$ cat src/rtl/spi_master_ctrl.sv
// rtl/spi_master_ctrl.sv - single-slave SPI master, one 8-bit full-duplex transfer per start
module spi_master_ctrl #(
    parameter logic [1:0] MODE    = 2'd3,
    parameter int         CLK_DIV = 4
) (
    input  logic       CLK,
    input  logic       reset,
    input  logic       start,
    input  logic [7:0] tx_data,
    input  logic       MISO,
    output logic       SCLK,
    output logic       MOSI,
    output logic       CS,
    output logic       busy,
    output logic       done,
    output logic [7:0] rx_data
);
    localparam logic       CPOL     = MODE[1];
    localparam logic       CPHA     = MODE[0];
    localparam logic [7:0] DIV_LAST = 8'(CLK_DIV - 1);

    typedef enum logic [1:0] {IDLE, SETUP, XFER, HOLD} state_t;

    state_t     state;
    logic [7:0] div_cnt;
    logic [3:0] edge_cnt;
    logic [7:0] tx_shift;
    logic [7:0] rx_shift;
    logic       div_wrap;
    logic       leading;

    assign div_wrap = (div_cnt == DIV_LAST);
    assign leading  = ~edge_cnt[0];

    always_ff @(posedge CLK) begin
        if (!reset) begin
            state    <= IDLE;
            div_cnt  <= 8'd0;
            edge_cnt <= 4'd0;
            tx_shift <= 8'd0;
            rx_shift <= 8'd0;
            SCLK     <= CPOL;
            MOSI     <= 1'b0;
            CS       <= 1'b1;
            busy     <= 1'b0;
            done     <= 1'b0;
            rx_data  <= 8'd0;
        end else begin
            done <= 1'b0;
            case (state)
                IDLE: begin
                    if (start) begin
                        state    <= SETUP;
                        tx_shift <= tx_data;
                        rx_shift <= 8'd0;
                        div_cnt  <= 8'd0;
                        edge_cnt <= 4'd0;
                        CS       <= 1'b0;
                        busy     <= 1'b1;
                        MOSI     <= CPHA ? 1'b0 : tx_data[7];
                    end
                end
                // The SETUP wait ends on the first divider wrap, which is also edge k=0.
                SETUP, XFER: begin
                    if (div_wrap) begin
                        div_cnt  <= 8'd0;
                        SCLK     <= ~SCLK;
                        edge_cnt <= edge_cnt + 4'd1;
                        state    <= (edge_cnt == 4'd15) ? HOLD : XFER;
                        if (leading != CPHA) begin
                            rx_shift <= {rx_shift[6:0], MISO};
                        end else if (CPHA || edge_cnt != 4'd15) begin
                            MOSI     <= CPHA ? tx_shift[7] : tx_shift[6];
                            tx_shift <= {tx_shift[6:0], 1'b0};
                        end
                    end else begin
                        div_cnt <= div_cnt + 8'd1;
                    end
                end
                HOLD: begin
                    if (div_wrap) begin
                        div_cnt <= 8'd0;
                        state   <= IDLE;
                        CS      <= 1'b1;
                        MOSI    <= 1'b0;
                        rx_data <= rx_shift;
                        done    <= 1'b1;
                        busy    <= 1'b0;
                    end else begin
                        div_cnt <= div_cnt + 8'd1;
                    end
                end
                default: state <= IDLE;
            endcase
        end
    end
endmodule

$ cat config.mk
export PLATFORM = sky130hd
export DESIGN_NAME = spi_master_ctrl
export DESIGN_NICKNAME = d
export VERILOG_FILES = /design/src/rtl/spi_master_ctrl.sv
export SDC_FILE = /design/constraint.sdc
export NUM_CORES = 1
export LEC_CHECK = 0
export CORE_MARGIN = 1.5
export CORE_UTILIZATION = 50
export DETAILED_ROUTE_END_ITERATION = 10
export PLACE_DENSITY_LB_ADDON = 0.25
export SKIP_LAST_GASP = 1
export SLEW_MARGIN = 25
export SYNTH_ARGS = -nofsm -noshare
export SYNTH_HDL_FRONTEND = slang
export SYNTH_SLANG_ARGS = --single-unit
export TNS_END_PERCENT = 50
$ cat constraint.sdc
create_clock -name CLK -period 3.85 [get_ports CLK]
set_input_delay 0.77 -clock CLK [delete_from_list [all_inputs] [get_ports CLK]]
set_output_delay 0.77 -clock CLK [all_outputs]
set_load 0.1 [all_outputs]
==> flow_results.org <==
** Status
- Result of the run :: completed

** STA
- The clock arrives with 0.00638 ns of skew.
- Period utilization :: 0.670
- Final hold slack :: 0.460 ns
- Worst slew pin tran :: 0.979 ns
- Headroom to the max-slew limit came out at 0.345.
- Once routing completed, OpenROAD measured the worst setup slack at 1.27 ns.
- Final Hold Violating Endpoints :: 0
- Final setup vio count :: 0
- Based on the critical path, the design can be clocked at up to 387 MHz.
- Setup repair after global routing left no endpoint under its margin.
- The final count of pins violating max slew was 0.
- For the final routed database, the setup TNS stands at 0 ns.
- Min Tclk post-route :: 2.58 ns

** Power and ir drop
- Total leakage power :: 0.903 nW
- Power density cells :: 436 nW/um^2
- Tot Pwr :: 1.05 mW
- Max VDD drop :: 0.000294 V

** Yosys
- EDFF count, synth :: 0
- Post-synthesis sequential element count :: 43
- Sequential fraction of the synthesis area :: 0.422
- Dominant combinational cell family by area after synthesis :: simple AND/OR/NAND/NOR gates
- The post-synthesis compound-gate area fraction came to 0.164.
- Syn nets :: 254
- Post-synthesis share of cell area spent on full adders, half adders and majority gates :: 0.0246
- Among all flip-flop cells after synthesis, the most frequent one is sky130_fd_sc_hd__dfxtp_1.
- Share of flip-flops with an asynchronous set or reset :: 0
- Counting distinct cell types in the post-synthesis netlist gives 41.
- The Yosys step of the flow raised 0 warnings.
- Of the total synthesized cell area, the portion taken by AND, OR, NAND and NOR gates is 0.256.
- Fraction of synthesized area in multiplexers :: 0.0896
- After synthesis the cells add up to 2040 um^2.
- Of the total synthesized cell area, the portion taken by XOR and XNOR cells is 0.
- The average instance in the mapped netlist occupies 8.56 um^2.
- The cell count after synthesis came out at 238.

** Placement
- The HPWL after detailed placement is 2.81 mm.
- The congestion estimate from routability-driven global placement came to 0.810.
- Worst slack, placed :: 1.06 ns
- After detailed placement, the design holds a cell count of 299.
- Buffers placed on the I/O ports in this run total 24.

** Setup path
- Cell class contributing the biggest share of worst-path delay :: buffers and inverters
- At the worst endpoint, the required time is 3.08 ns.
- Cell depth of the worst setup path :: 1
- For this design, the slowest cell found on the critical path is sky130_fd_sc_hd__clkdlybuf4s50_1.
- The startpoint identified for the worst register-to-register timing path is state[0]$_SDFFE_PN0P_.
- In this design, the stage delay of the slowest critical-path cell is 1.15 ns.
- Worst path cell trace :: clkdlybuf4s50_1
- The most critical setup path has its startpoint at SCLK$_SDFFE_PN1P_.
- Kind of critical path :: flop to output port
- Counting both buffers and inverters, the worst setup path holds a total of 1.
- The worst register-to-register path ends at tx_shift[4]$_SDFFE_PN0P_.
- Along the worst path, the maximum fanout reaches 3.
- The worst register-to-register path has a depth of 5.
- Worst setup EP type :: output port
- CP Data Arrival Time :: 1.81 ns
- Flop-to-flop setup slack :: 1.49 ns
- Startpoint kind of the worst setup timing path :: flop

** Finish
- Filler Cell Count :: 362
- 0 antenna diodes ended up in the layout.
- Count of non-filler cells in the finished layout :: 307
- The library cell used most frequently in the layout, excluding fill and tap cells, is sky130_fd_sc_hd__nand2_1.
- Relative to the synthesized area, the layout overhead comes to 18.5%.
- Number of nets in the layout :: 272
- In the final layout, the share of cells above drive strength 1 is 0.0661.
- Most frequent cells in the layout :: 44 x sky130_fd_sc_hd__nand2_1, 43 x sky130_fd_sc_hd__dfxtp_1, 24 x sky130_fd_sc_hd__clkdlybuf4s50_1

** Floorplan
- In this run the vertical extent of the chip is 66.8 um.
- The core region is 3970 um^2.
- Starting density of the core :: 0.513
- Horiz. Die Dim :: 66.8 um
- Core Rows :: 23
- The floorplan step defined a die boundary enclosing 4470 um^2.
- Top Ports :: 25

** Routing
- For this block, the routed nets add up to 4.12 mm of wire.
- DRC violations left :: 0
- Post-DRT Antenna Nets :: 0
- In the routed layout, each cell is associated on average with a via count of 5.54.
- Pre-antenna DRT Iters :: 4
- Drt initial violations :: 93
- Across all layers, the routed design uses 1701 vias.
- After detailed routing, the average wire length per cell comes to 13.4 um.

** Global routing
- The via count of the first global-routing pass came to 1523.
- In the global route stage, overall resource usage came out at 0.209.
- For met2 alone, demand over resource in global routing was 0.316.
- The first global-routing pass estimated 7.02 mm of wire.
- Global route total overflow :: 0
- Met3 track demand over resource in global routing :: 0.0557
- Number of antenna violations at the first check in global routing :: 0
- Entering global routing, the biggest net connects 33 pins.
- Most Crowded Layer GR :: met2
- Met1 layer usage reported by global route :: 0.283

** Clock tree
- Clock tree from TritonCTS :: built
- Deepest level of the CTS H-tree :: 2
- Quantity of hold-fixing buffers added after cts :: 0
- For this design, the sink count on the clock tree is 43.
- Clock-pin slew was measured on the worst setup and hold paths at 0.08 ns.
- In this run, post-CTS repair resized a total of 0 instances.
- Root Buffer :: sky130_fd_sc_hd__clkbuf_8
- Clock latency on the worst-skew pair, taken at its later pin, is 0.30 ns.
- TritonCTS created 5 clock buffers.
- The clock passes through at most 2 buffers.
- Once the clock tree was built, the setup fixing pass inserted 0 buffers.

** Worst hold path
- Beginning of the worst hold path :: rx_data[4]$_SDFFE_PN0P_
- Min-delay worst type :: flop to flop
- Worst Hold Path Cells :: 2
- For hold timing, the worst endpoint is rx_data[4]$_SDFFE_PN0P_.

** Run
- Count of max-cap constraint violations :: 0
-- Yosys cell counts, types with 2 or more instances --
cell type,n,area (um^2)
sky130_fd_sc_hd__o211ai_1,6,45.0
sky130_fd_sc_hd__mux2_2,2,22.5
sky130_fd_sc_hd__nor2b_1,2,12.5
sky130_fd_sc_hd__nand3_1,13,65.1
sky130_fd_sc_hd__dfxtp_1,43,861
sky130_fd_sc_hd__inv_1,6,22.5
sky130_fd_sc_hd__clkbuf_1,7,26.3
sky130_fd_sc_hd__o21ai_0,13,65.1
sky130_fd_sc_hd__a31oi_1,4,25.0
sky130_fd_sc_hd__or3_1,5,31.3
sky130_fd_sc_hd__nor2_1,9,33.8
sky130_fd_sc_hd__and3_1,3,18.8
sky130_fd_sc_hd__a21oi_1,20,100
sky130_fd_sc_hd__nor3_1,3,15.0
sky130_fd_sc_hd__nand4_1,3,18.8
sky130_fd_sc_hd__buf_2,5,25.0
sky130_fd_sc_hd__mux2i_1,16,160
sky130_fd_sc_hd__ha_1,4,50.1
sky130_fd_sc_hd__nand2b_1,7,43.8
sky130_fd_sc_hd__a41oi_1,2,17.5
sky130_fd_sc_hd__a211oi_1,2,15.0
sky130_fd_sc_hd__nand2_1,44,165
-- power by group --
group	internal (mW)	switching, mW
clock network	0.259	0.154
logic	0.0630	0.102
registers	0.465	0.0103
-- cells by family (layout without fill, tap and decap cells) --
family | Yosys count | count (layout)
mux | 18 | 18
buf+inv | 20 | 39
compound gates | 55 | 55
flops | 43 | 43
fa+ha+maj | 4 | 4
simple gates | 98 | 98
-- state kept, by name (all words and copies together) (netlist names), 2 cells and up --
signal and count:
rx_data 8, rx_shift 8, tx_shift 8, edge_cnt 4, div_cnt 8, state 2
-- layer usage --
layer	wire length (um)	vias up
li1	-	880
met1	2090	795
met2	1860	22
met3	126	4
met4	52	0
met5	0	-
-- through the flow --
step	util	cell area, um^2
floorplan	-	2040
global placement	0.575	2280
detailed placement	0.575	2280
CTS	0.608	2410
global route	0.608	2410
finish	0.608	2410
-- how the worst max path moves through the flow --
| stage | endpoint | slack [ns] |
|---|---|---|
| after global placement | tx_shift[3]$_SDFFE_PN0P_ | 1.09 |
| after CTS | SCLK | 1.25 |
| after floorplan | tx_shift[1]$_SDFFE_PN0P_ | 2.04 |
| after detailed placement | tx_shift[4]$_SDFFE_PN0P_ | 1.06 |
| final | SCLK | 1.27 |
| after global routing | SCLK | 1.20 |
-- layout make-up --
cell class	count	area, um^2	area share
well taps	50	62.6	0.0259
multi-input cells	175	1090	0.451
clock inverters	2	60.1	0.0249
inverters	6	22.5	0.00933
clock buffers	6	72.6	0.0301
repair buffers	25	248	0.103
flip-flops and latches	43	861	0.356
(Power assumes the default switching activity.)
